===== src/rtl/updown_counter_mod.sv =====
// rtl/updown_counter_mod.sv - modulo-(MAX_VAL+1) load/up/down counter with step, tc pulse and sticky ovf/unf
// Optional saturate mode (sat port) is built only when COUNTER_SAT_EN is defined.
module updown_counter_mod #(
  parameter int unsigned WIDTH   = 4,
  parameter int unsigned MAX_VAL = (2**WIDTH) - 1
) (
  input  logic             clk,
  input  logic             rst,
  input  logic             load,
  input  logic             updown,
  input  logic             en,
  input  logic [WIDTH-1:0] data,
  input  logic [WIDTH-1:0] step,
  input  logic             clr_flags,
`ifdef COUNTER_SAT_EN
  input  logic             sat,
`endif
  output logic [WIDTH-1:0] data_out,
  output logic             tc,
  output logic             ovf,
  output logic             unf
);

  // One extra bit keeps the modulus (up to 2**WIDTH) and the up-count sum representable.
  localparam logic [WIDTH:0]   MAX_W = (WIDTH+1)'(MAX_VAL);
  localparam logic [WIDTH:0]   ONE_W = (WIDTH+1)'(1);
  localparam logic [WIDTH:0]   MOD_W = MAX_W + ONE_W;
  localparam logic [WIDTH-1:0] MAX_N = WIDTH'(MAX_VAL);
  localparam logic [WIDTH-1:0] ZERO_N = '0;

  logic [WIDTH-1:0] cnt_q, cnt_d;
  logic             tc_q, tc_d;
  logic             ovf_q, ovf_d;
  logic             unf_q, unf_d;

  logic             sat_mode;
  logic [WIDTH:0]   step_mod;
  logic [WIDTH:0]   cnt_ext;
  logic [WIDTH:0]   up_sum;
  logic             up_wrap;
  logic             dn_wrap;
  logic [WIDTH-1:0] up_val;
  logic [WIDTH-1:0] dn_val;
  logic [WIDTH-1:0] load_val;
  logic             ovf_evt;
  logic             unf_evt;

`ifdef COUNTER_SAT_EN
  assign sat_mode = sat;
`else
  assign sat_mode = 1'b0;
`endif

  // Oversized steps are folded into range first, so a single step wraps at most once.
  always_comb begin
    step_mod = {1'b0, step} % MOD_W;
    cnt_ext  = {1'b0, cnt_q};
    up_sum   = cnt_ext + step_mod;
    up_wrap  = (up_sum > MAX_W);
    dn_wrap  = (cnt_ext < step_mod);

    if (!up_wrap) begin
      up_val = WIDTH'(up_sum);
    end else if (sat_mode) begin
      up_val = MAX_N;
    end else begin
      up_val = WIDTH'(up_sum - MOD_W);
    end

    if (!dn_wrap) begin
      dn_val = WIDTH'(cnt_ext - step_mod);
    end else if (sat_mode) begin
      dn_val = ZERO_N;
    end else begin
      dn_val = WIDTH'(cnt_ext + (MOD_W - step_mod));
    end

    load_val = ({1'b0, data} > MAX_W) ? MAX_N : data;
  end

  always_comb begin
    cnt_d   = cnt_q;
    ovf_evt = 1'b0;
    unf_evt = 1'b0;

    if (load) begin
      cnt_d = load_val;
    end else if (en) begin
      if (updown) begin
        cnt_d   = up_val;
        ovf_evt = up_wrap;
      end else begin
        cnt_d   = dn_val;
        unf_evt = dn_wrap;
      end
    end

    // A fresh event on the same edge as clr_flags leaves the flag set.
    tc_d  = ovf_evt | unf_evt;
    ovf_d = (ovf_q & ~clr_flags) | ovf_evt;
    unf_d = (unf_q & ~clr_flags) | unf_evt;
  end

  always_ff @(posedge clk) begin
    if (!rst) begin
      cnt_q <= '0;
      tc_q  <= 1'b0;
      ovf_q <= 1'b0;
      unf_q <= 1'b0;
    end else begin
      cnt_q <= cnt_d;
      tc_q  <= tc_d;
      ovf_q <= ovf_d;
      unf_q <= unf_d;
    end
  end

  assign data_out = cnt_q;
  assign tc       = tc_q;
  assign ovf      = ovf_q;
  assign unf      = unf_q;

endmodule


===== config.mk =====
export PLATFORM = sky130hd
export DESIGN_NAME = updown_counter_mod
export DESIGN_NICKNAME = d
export VERILOG_FILES = /design/src/rtl/updown_counter_mod.sv
export SDC_FILE = /design/constraint.sdc
export NUM_CORES = 1
export LEC_CHECK = 0
export BUFFER_PORTS_ARGS = -buffer_cell sky130_fd_sc_hd__buf_2
export CAP_MARGIN = 10
export CORE_MARGIN = 2
export CORE_UTILIZATION = 35
export CTS_CLUSTER_DIAMETER = 50
export DETAILED_ROUTE_END_ITERATION = 6
export MAX_ROUTING_LAYER = met4
export PLACE_DENSITY_LB_ADDON = 0.25
export SETUP_SLACK_MARGIN = 0.2
export SYNTH_ARGS = -nofsm -noshare
export SYNTH_HDL_FRONTEND = slang
export SYNTH_SLANG_ARGS = --single-unit

===== constraint.sdc =====
create_clock -name clk -period 2.3 [get_ports clk]
set_input_delay 0.115 -clock clk [delete_from_list [all_inputs] [get_ports clk]]
set_output_delay 0.115 -clock clk [all_outputs]
set_load 0.02 [all_outputs]

Word-level counts from Yosys, hierarchy flattened
Index checks and enable logic that the tools add are counted.
- output and inout port bits: 7
- register bits: 7
- logic and storage cells: 29
- mux-type cells: 11
- $add $sub $neg: 5
- bitwise gates (word level): 6
- magnitude comparators: 2
- reduce and logical (&&, ||, !) cells: 1
- operators with widths (kind ; number):
    4-bit 2-to-1 mux ; 5
    1-bit 2-to-1 mux ; 6
    4-bit by 4-bit adder with 5-bit output ; 1
    5-bit by 4-bit > comparator with 1-bit output, second input constant ; 1
    4-bit adder ; 1
    4-bit < comparator ; 1
    1-bit by 4-bit subtractor with 4-bit output, first input constant ; 1
    4-bit by 1-bit subtractor with 4-bit output, second input constant ; 1
    4-bit subtractor ; 1
    1-bit OR ; 3
    1-bit AND ; 2
    2-bit nonzero test ; 1
    1-bit inverter ; 1

Longest topological paths before layout
Gate-level depths: netlist of the first run.
- depth after elaboration: 6
- gate-level depth with buffers: 7

Worst setup path before layout of the first run
OpenSTA, ideal clock, no wires.
- path kind: reg-to-reg
- start: register cnt_q[0], in the netlist data_out[0]
- end: register cnt_q[2], in the netlist data_out[2]
- library setup time: 0.066 ns
- setup slack: 0.504 ns
- path buffers: 0
- arrival time: 1.730 ns
- stages on the path, launching flop included: 8
- clock period less this slack: 1.796 ns
- data required time: 2.234 ns
- cell sequence: dfxtp_1 inv_1 ha_1 fa_1 mux2i_1 xnor2_1 a211o_1 a21oi_2
- word-level cells in the longest chain between the ends: 6
- elaborated cells between the ends (all ways): 11
- RTL lines (item ; line ; source):
    start: declaration ; 31 ; logic [WIDTH-1:0] cnt_q, cnt_d;
    start signal: assignment ; 111 ; cnt_q <= cnt_d;
    4-bit by 4-bit adder with 5-bit output ; 58 ; up_sum = cnt_ext + step_mod;
    4-bit by 1-bit subtractor with 4-bit output or 5-bit by 4-bit > comparator with 1-bit output (tied branches) ; 67, 59 ;
    4-bit 2-to-1 mux ; 62 ; if (!up_wrap) begin
    4-bit 2-to-1 mux * ; 89 ; if (updown) begin
    4-bit 2-to-1 mux * ; 88 ; end else if (en) begin
    4-bit 2-to-1 mux * ; 86 ; if (load) begin
Mark *: on every way between the ends. The rest lies on a longest branch, timed or not. The select of a mux whose other input is x is not followed.
A chain may end at the register's enable or synchronous reset.

Worst setup path after layout of the first run
Ends and elaborated chain as after synthesis.

==> metrics, run 1 <==
worst slack, placed=0.539 ns; async set-reset flop share out of synthesis=0%; warning count from the yosys run=0; cells taking the most area after synthesis=sky130_fd_sc_hd__dfxtp_1 (23%), sky130_fd_sc_hd__ha_1 (17%), sky130_fd_sc_hd__a21oi_1 (8.3%), sky130_fd_sc_hd__fa_1 (6.6%), sky130_fd_sc_hd__inv_1 (5.0%); standard cell area after detailed placement=707 µm²; clk buf depth=2; clock slew seen by the registers of the worst setup and hold paths=approximately 0.060 ns; Post-Synth Simple-Gate Area=22.9%; full die area=0.00208 mm²; maximum number of pins on one net before global-route repair=12; Detailed Route WL=around 1.2 mm; register bit total from synthesis=7; number of enable flip-flop cells after synthesis=0; layout filler cell count=roughly 180; DRC violation count after routing=0; GRT overflow=0; post-synthesis share of cell area spent on xor and xnor gates=1.45%; Slew Limit Fails=0; # Post-CTS Setup Buffers=0; worst max-slew margin expressed relative to the limit=~80%; clock root buffer=sky130_fd_sc_hd__clkbuf_4; outcome=complete, no violations; number of nets still failing antenna checks after routing=0; path category of the worst min-delay check=input pin to register; layout cell share with drive strength beyond 1=25.3%; number of instances in the synthesized netlist=74; fin worst setup slack=0.534 ns; CTS resizes=0; maximum clock rate=about 570 MHz; setup TNS after final layout=0 ns; number of vias per cell after detailed routing=5.07; Setup crit start kind=register; wire length of the first global-routing pass=1.99 mm; worst hold path depth=3; sequential element share of the synthesized area=23.1%; number of antenna diodes=0; router iterations before antenna repair=4; maximum level of the CTS H-tree=1; synthesized cell area=606 µm²; final setup skew=0.0102 ns; critical path data required time=2.50 ns; share of Yosys cell area claimed by the top area cell type=between 20% and 30%; leakage power=around 0.00036 µW; All-Layer GR Usage=13.9%; nets in the synthesized netlist=roughly 100; main combinational cell family by area after synthesis=adder cells; final count of hold timing violations=0; Horiz. Die Dim=45.6 µm; maximum resistive drop on vdd=0.000308 V; worst slew pin tran=0.264 ns; number of antenna violations at the first check in global routing=0; mean post-synth cell area=8.18 µm²; setup repair after global routing missed its margin=false; Synth area leader=sky130_fd_sc_hd__dfxtp_1; area growth from synthesis to final layout=21.1%; final cell count without fillers=112; fraction of the mapped netlist area in compound gates=19.4%; number of distinct library cells after synthesis=28; power density normalized to cell area=493 mW/mm²; adder and majority gate portion of the synthesized area=a little under a quarter; peak fanout along the critical path=4; TritonCTS clock tree=built; Synth top cells by count=sky130_fd_sc_hd__a21oi_1 (10), sky130_fd_sc_hd__ha_1 (8), sky130_fd_sc_hd__inv_1 (8), sky130_fd_sc_hd__dfxtp_1 (7), sky130_fd_sc_hd__nor2_1 (6); Post-CTS Hold Buffers=0; Avg WL per Cell=11.1 µm; placed wire-length estimate=1.03 mm; IO Port Bufs=20; final standard cell area without fillers=733 µm²; Final min period=1.77 ns; insertion delay to the later sink of the worst-skew pair=0.26 ns; crit end category=register; Post-Place Cells=108; number of nets in the layout=120; Num CTS Buffers=3; post-route clock period utilization=between 70% and 80%; setup violation total in the final timing report=0; Worst Reg-to-Reg Cells=7; mux cell area share after synthesis=1.65%; most frequently used flop master after synthesis=sky130_fd_sc_hd__dfxtp_1; Top Ports=21; number of global-route vias before repair=486; clock net sink count=7; Worst EP arrival=1.96 ns; total number of vias=568; effective utilization at floorplan=36.3%; Worst Path Class, Setup=register to register; Die H=about 46 µm; area of the core region=0.00167 mm²; DRC violation total after the first TritonRoute iteration=23; # rows=15; library cell with the highest instance count after synthesis=sky130_fd_sc_hd__a21oi_1; number of max-cap violations=0; gp weighted congestion=0.796
==> path summary, 6_finish.rpt <==
check                            startpoint           to  slack [ns]
worst max-delay path            data_out[0]  data_out[2]        0.53
worst min-delay path                data[1]  data_out[1]        0.10
worst max register to register  data_out[0]  data_out[2]        0.53
worst min register to register          unf          unf        0.46
==> worst max-delay path, stage by stage (launching register included) <==
cell,delay [ns]
sky130_fd_sc_hd__dfxtp_1,0.37
sky130_fd_sc_hd__inv_1,0.06
sky130_fd_sc_hd__ha_1,0.20
sky130_fd_sc_hd__fa_1,0.40
sky130_fd_sc_hd__mux2i_1,0.17
sky130_fd_sc_hd__xnor2_1,0.08
sky130_fd_sc_hd__a211o_1,0.31
sky130_fd_sc_hd__a21oi_2,0.13
==> metrics by stage <==
step / util [%] / hold WS (ns) / total power, µW
after floorplan: - / 0.259 / 217
after global placement: 42.3 / 0.359 / 249
after detailed placement: 42.3 / 0.373 / 250
after CTS: 43.9 / 0.0932 / 368
after global routing: 43.9 / 0.0996 / 387
final: 43.9 / 0.100 / 361
==> cell type report <==
cell class                      instances  area, µm²  share of cell area (%)
Multi-Input combinational cell         56        415                    56.7
Timing Repair Buffer                   20        100                    13.7
Clock buffer                            4       26.3                    3.58
Tap cell                               17       21.3                    2.90
Sequential cell                         7        140                    19.1
Inverter                                8       30.0                    4.10
==> registers in the layout, summed over array words and instances (netlist names) <==
name and count:
data_out 4, ovf 1, tc 1, unf 1
==> cells by family (layout without fill, tap and decap cells) <==
group,after synthesis,count (layout)
AO/OA/AOI/OAI,20,20
flip-flops,7,7
XOR/XNOR,1,1
multiplexers,1,1
adder cells (fa/ha/maj),10,10
buffers and inverters,11,32
AND/OR/NAND/NOR,24,24
==> routing by layer <==
metal,wire length [µm],up-vias,global-route usage [%]
met5,0,-,-
met4,0,0,3.53
met2,633,17,22.5
met1,540,257,16.3
met3,65,0,4.76
li1,-,294,-
==> placed cells by master, fill, tap and decap left out, types with 2 or more instances in the layout <==
| cell | count |
|---|---|
| sky130_fd_sc_hd__a211o_1 | 2 |
| sky130_fd_sc_hd__a21oi_1 | 10 |
| sky130_fd_sc_hd__buf_2 | 20 |
| sky130_fd_sc_hd__clkbuf_4 | 3 |
| sky130_fd_sc_hd__dfxtp_1 | 7 |
| sky130_fd_sc_hd__fa_1 | 2 |
| sky130_fd_sc_hd__ha_1 | 8 |
| sky130_fd_sc_hd__inv_1 | 8 |
| sky130_fd_sc_hd__nand2_1 | 2 |
| sky130_fd_sc_hd__nand2b_1 | 3 |
| sky130_fd_sc_hd__nor2_1 | 6 |
| sky130_fd_sc_hd__nor2b_1 | 4 |
| sky130_fd_sc_hd__nor3_1 | 2 |
| sky130_fd_sc_hd__o21ai_0 | 4 |
==> power breakdown <==
group	switching [µW]	internal, µW	total (µW)
combinational	59.7	49.9	110
clock	48.7	66.5	115
sequential	7.77	129	137
Note: power is estimated with default switching activity, not from simulation.
==> inputs of run 2 (changes only) <==
==> constraint.sdc (replaced) <==
create_clock -name clk -period 1.5 [get_ports clk]
set_input_delay 0.075 -clock clk [delete_from_list [all_inputs] [get_ports clk]]
set_output_delay 0.075 -clock clk [all_outputs]
set_load 0.02 [all_outputs]
==> metrics, run 2 (same netlist as run 1, synthesis figures left out) <==
Final min period=1.59 ns; final setup skew=0.000233 ns; Horiz. Die Dim=45.6 µm; area growth from synthesis to final layout=38.0%; critical path data required time=1.68 ns; DRC violation count after routing=0; layout cell share with drive strength beyond 1=about two fifths; Top Ports=21; number of vias per cell after detailed routing=5.15; number of nets still failing antenna checks after routing=0; effective utilization at floorplan=around 36%; flop2flop setup slack=-0.09 ns; Worst Path Class, Setup=register to register; placed wire-length estimate=1.13 mm; clk buf depth=2; worst slew pin tran=0.240 ns; area of the core region=0.00167 mm²; leakage power=0.000389 µW; All-Layer GR Usage=15.4%; failing checks=setup timing; setup repair after global routing missed its margin=true; Setup crit start kind=register; relative contribution of sequential cells to total power=between 30% and 40%; total number of vias=602; most common cell after layout, fill and taps aside=sky130_fd_sc_hd__buf_2; flip-flop count of the largest register, all copies and words added=4; fin worst setup slack=-0.0879 ns; IO Port Bufs=20; reported net switching power=around 190 µW; maximum level of the CTS H-tree=1; maximum number of pins on one net before global-route repair=12; wire length of the first global-routing pass=~2.2 mm; Slew Limit Fails=0; Detailed Route WL=1.35 mm; top library cells by usage in the layout, fill and taps aside=sky130_fd_sc_hd__buf_2 (20), sky130_fd_sc_hd__a21oi_1 (9), sky130_fd_sc_hd__inv_1 (7), sky130_fd_sc_hd__nor2_1 (6), sky130_fd_sc_hd__buf_4 (5); number of nets in the layout=between 100 and 150; Die H=45.6 µm; Avg WL per Cell=11.5 µm; worst max-slew margin expressed relative to the limit=84.0%; router iterations before antenna repair=4; final count of hold timing violations=0; clock net sink count=7; insertion delay to the later sink of the worst-skew pair=0.25 ns; setup violation total in the final timing report=4; peak fanout along the critical path=3; logic gate share of total power=35.8%; gp weighted congestion=0.787; full die area=0.00208 mm²; Worst EP arrival=1.77 ns; Post-Place Cells=111; internal power=403 µW; power density normalized to cell area=707 mW/mm²; total power after layout=591 µW; outcome=finished with violations; # rows=15; number of max-cap violations=0; maximum clock rate=about 630 MHz; Num CTS Buffers=3; maximum resistive drop on vdd=0.000472 V; clock network power share=28.8%; setup TNS after final layout=-0.227 ns; clock slew seen by the registers of the worst setup and hold paths=0.05 ns; post-route clock period utilization=106%; GRT overflow=0; fraction of power spent switching nets=31.7%; crit end category=register; DRC violation total after the first TritonRoute iteration=4; number of antenna diodes=0; TritonCTS clock tree=built; number of global-route vias before repair=542; final cell count without fillers=about 120; path category of the worst min-delay check=input pin to register; clock root buffer=sky130_fd_sc_hd__clkbuf_4; number of antenna violations at the first check in global routing=0
==> run 2: cell types whose count changed in the layout (fill, tap and decap cells not counted), moves of 2 or more <==
cell	previous run	this run
sky130_fd_sc_hd__buf_4	0	5
sky130_fd_sc_hd__ha_1	8	4
sky130_fd_sc_hd__dfxtp_1	7	4
sky130_fd_sc_hd__ha_4	0	3
sky130_fd_sc_hd__o21ai_0	4	1
sky130_fd_sc_hd__o21ai_1	0	3
sky130_fd_sc_hd__dfxtp_4	0	2
sky130_fd_sc_hd__fa_1	2	0
sky130_fd_sc_hd__fa_2	0	2
==> run 2: per-stage QoR <==
step / util (%) / instance area (µm²) / hold slack (ns) / setup WS, ns
finish: 50.0 / 836 / 0.0614 / -0.0879
global route: 50.0 / 836 / 0.0631 / -0.174
CTS: 49.6 / 828 / 0.0559 / -0.0988
detailed placement: 46.9 / 783 / 0.321 / -0.104
global placement: 46.9 / 783 / 0.316 / -0.0941
floorplan: - / 659 / 0.208 / -0.0695
==> run 2: layer usage <==
| metal | vias up | routed length (µm) | global-route usage [%] |
|---|---|---|---|
| li1 | 307 | - | - |
| met1 | 283 | 510 | 15.2 |
| met2 | 12 | 780 | 29.0 |
| met3 | 0 | 58 | 5.95 |
| met4 | 0 | 0 | 1.76 |
| met5 | - | 0 | - |
==> run 2: power by group through the flow <==
stage | registers [µW] | logic [µW] | clock network (µW)
4_1_cts | 209 | 210 | 177
6_report | 209 | 211 | 170
3_3_place_gp | 213 | 194 | 0
3_5_place_dp | 214 | 199 | 0
2_1_floorplan | 228 | 117 | 0
5_1_grt | 210 | 240 | 189
==> run 2: layout make-up <==
cell class / instances / area, µm²
Tap cell: 17 / 21.3
Fill cell: 177 / 835
Multi-Input combinational cell: 56 / 472
Clock buffer: 4 / 26.3
Timing Repair Buffer: 25 / 138
Sequential cell: 7 / 149
Inverter: 8 / 30.0
==> run 2: path summary, 6_finish.rpt <==
| kind | from | to | depth (start not counted) |
|---|---|---|---|
| worst max-delay path | data_out[0] | data_out[2] | 6 |
| worst min-delay path | data[1] | data_out[1] | 3 |
| worst max register to register | data_out[0] | data_out[2] | 6 |
| worst min register to register | ovf | ovf | 2 |
==> run 2: timing repair <==
item | CTS | global route
setup endpoints to repair | 6 | 6
buffers inserted | 1 | 1
hold buffers | 0 | 0
gates resized for setup | 3 | 1
pin swaps | 3 | 2
==> run 2: critical path, stage by stage (launching register included) <==
cell	delay, ns
sky130_fd_sc_hd__dfxtp_4	0.35
sky130_fd_sc_hd__ha_2	0.18
sky130_fd_sc_hd__fa_2	0.34
sky130_fd_sc_hd__mux2i_1	0.17
sky130_fd_sc_hd__xnor2_1	0.10
sky130_fd_sc_hd__a211o_1	0.27
sky130_fd_sc_hd__a21oi_2	0.12
==> inputs of run 3 (changes only) <==
--- a/config.mk
+++ b/config.mk
@@ -13,6 +13,7 @@
 export DETAILED_ROUTE_END_ITERATION = 6
 export MAX_ROUTING_LAYER = met4
 export PLACE_DENSITY_LB_ADDON = 0.25
+export REMOVE_ABC_BUFFERS = 1
 export SETUP_SLACK_MARGIN = 0.2
 export SYNTH_ARGS = -nofsm -noshare
 export SYNTH_HDL_FRONTEND = slang
==> metrics, run 3 (same netlist as run 1, synthesis figures left out) <==
Slew Limit Fails=0; IO Port Bufs=20; worst hold path depth=3; CP max stage cell=sky130_fd_sc_hd__fa_2; Post-Place Cells=113; GRT overflow=0; Hold Path Origin=data[2]; post-route clock period utilization=106%; met2 Use GR=about a quarter; full die area=0.00208 mm²; setup repair after global routing missed its margin=true; router iterations before antenna repair=3; buffering stage count on the worst path with inverters included=1; area growth from synthesis to final layout=41.1%; crit end category=register; clock slew seen by the registers of the worst setup and hold paths=0.06 ns; clk buf depth=2; number of antenna diodes=0; clock network power share=28.8%; All-Layer GR Usage=16.1%; peak fanout along the critical path=3; Worst Hold End=data_out[2]; critical path data required time=1.69 ns; Avg WL per Cell=12.8 µm; Num CTS Buffers=3; Die H=approximately 46 µm; # rows=15; flip-flop count of the largest register, all copies and words added=4; routing usage on met3=5.16%; outcome=finished with violations; final count of hold timing violations=0; placed wire-length estimate=1.12 mm; launch point of the worst reg-to-reg path=data_out[0]; final setup skew=0.00603 ns; slowest stage delay, CP=0.44 ns; cell family contributing the most delay on the critical path=adder cells; layout filler cell count=approximately 170; reported net switching power=approximately 200 µW; internal power=409 µW; fraction of power spent switching nets=33.1%; layer with the highest usage=met2; Worst EP arrival=1.78 ns; number of nets still failing antenna checks after routing=0; number of vias per cell after detailed routing=5.18; number of global-route vias before repair=between 500 and 600; total number of vias=606; Horiz. Die Dim=around 46 µm; path category of the worst min-delay check=input pin to register; final cell count without fillers=~120; Worst Reg-to-Reg Cells=7; maximum number of pins on one net before global-route repair=12; total power after layout=between 600 and 700 µW; final hold slack=0.0693 ns; layout cell share with drive strength beyond 1=43.0%; effective utilization at floorplan=between 30% and 40%; DRC violation total after the first TritonRoute iteration=5; failing checks=setup timing; number of max-cap violations=0; most common cell after layout, fill and taps aside=sky130_fd_sc_hd__buf_2; # Post-CTS Setup Buffers=0; Setup crit start kind=register; maximum level of the CTS H-tree=1; number of nets in the layout=125; logic gate share of total power=36.8%; insertion delay to the later sink of the worst-skew pair=0.25 ns; worst slew pin tran=approximately 0.23 ns; setup TNS after final layout=-0.254 ns; Top Ports=21; top library cells by usage in the layout, fill and taps aside=sky130_fd_sc_hd__buf_2 (20), sky130_fd_sc_hd__inv_1 (7), sky130_fd_sc_hd__a21oi_1 (7); maximum resistive drop on vdd=0.000520 V; gp weighted congestion=0.840; Cell Chain, Critical Path=inv_2 -> ha_4 -> fa_2 -> nor2_2 -> a21oi_2 -> a211o_1 -> a21oi_2; power density normalized to cell area=715 mW/mm²; wire length of the first global-routing pass=between 2 and 2.5 mm; leakage power=0.000390 µW; clock root buffer=sky130_fd_sc_hd__clkbuf_4; clock net sink count=7; worst max-slew margin expressed relative to the limit=~85%; cell occurring most often along the worst timing path=sky130_fd_sc_hd__a21oi_2; TritonCTS clock tree=built; DRC violation count after routing=0; number of antenna violations at the first check in global routing=0; Final min period=1.59 ns; Detailed Route WL=1.50 mm; relative contribution of sequential cells to total power=34.4%; Post-CTS Hold Buffers=0; area of the core region=roughly 0.0017 mm²; Worst Path Class, Setup=register to register; met1 usage=between 20% and 30%; flop2flop setup slack=-0.09 ns; maximum clock rate=around 630 MHz; fin worst setup slack=-0.0891 ns; endpoint of the worst-slack reg-to-reg timing path=data_out[1]; setup violation total in the final timing report=5
==> run 3: changes by cell type in the layout (fill, tap and decap cells not counted) <==
| cell | before | now |
|---|---|---|
| sky130_fd_sc_hd__ha_4 | 3 | 4 |
| sky130_fd_sc_hd__nor2_1 | 6 | 5 |
| sky130_fd_sc_hd__a21oi_1 | 9 | 7 |
| sky130_fd_sc_hd__dfxtp_1 | 4 | 5 |
| sky130_fd_sc_hd__dfxtp_2 | 1 | 0 |
| sky130_fd_sc_hd__a21oi_2 | 2 | 4 |
| sky130_fd_sc_hd__nor2_2 | 0 | 1 |
| sky130_fd_sc_hd__ha_2 | 1 | 0 |
==> run 3: stage by stage <==
step / utilization (%) / instance area [µm²] / setup slack [ns]
detailed placement: 44.6 / 744 / -0.239
global route: 51.2 / 855 / -0.147
CTS: 49.0 / 818 / -0.100
global placement: 44.6 / 744 / -0.166
floorplan: - / 586 / -0.296
finish: 51.2 / 855 / -0.0891
==> run 3: metal layers <==
metal	vias up	wire length (µm)
li1	304	-
met1	279	635
met2	19	757
met3	4	76
met4	0	27
met5	-	0
==> run 3: worst max-delay path by stage <==
| stage | startpoint | end | cells after the start |
|---|---|---|---|
| 2_1_floorplan | data_out[0] | data_out[2] | 7 |
| 3_3_place_gp | data_out[0] | data_out[2] | 7 |
| 6_report | data_out[0] | data_out[1] | 7 |
| 4_1_cts | data_out[0] | data_out[2] | 7 |
| 3_5_place_dp | data_out[0] | data_out[2] | 7 |
| 5_1_grt | data_out[0] | data_out[1] | 7 |
==> run 3: final cells by class <==
class | instances | area (µm²) | area share [%]
clock buffers | 4 | 26.3 | 3.07
well taps | 17 | 21.3 | 2.49
repair buffers | 25 | 138 | 16.1
inverters | 8 | 30.0 | 3.51
flip-flops and latches | 7 | 148 | 17.3
multi-input cells | 56 | 492 | 57.5
==> run 3: tightest hold or removal path: cells and delay by family <==
| kind | cells | cell delay, ns |
|---|---|---|
| buffers and inverters | 1 | 0.09 |
| AND/OR/NAND/NOR | 1 | 0.06 |
| AO/OA/AOI/OAI | 1 | 0.05 |
==> run 3: timing repair <==
item | in CTS | in global routing
pin swaps | 11 | 6
resized for setup | 13 | 8
setup endpoints to repair | 6 | 6
hold endpoints to repair | 0 | 0
==> run 3: power groups by stage <==
stage               registers [µW]  logic [µW]  clock network [µW]
floorplan                      226        95.1                   0
global placement               212         186                   0
detailed placement             212         189                   0
CTS                            211         205                 182
global route                   212         254                 197
finish                         210         225                 176
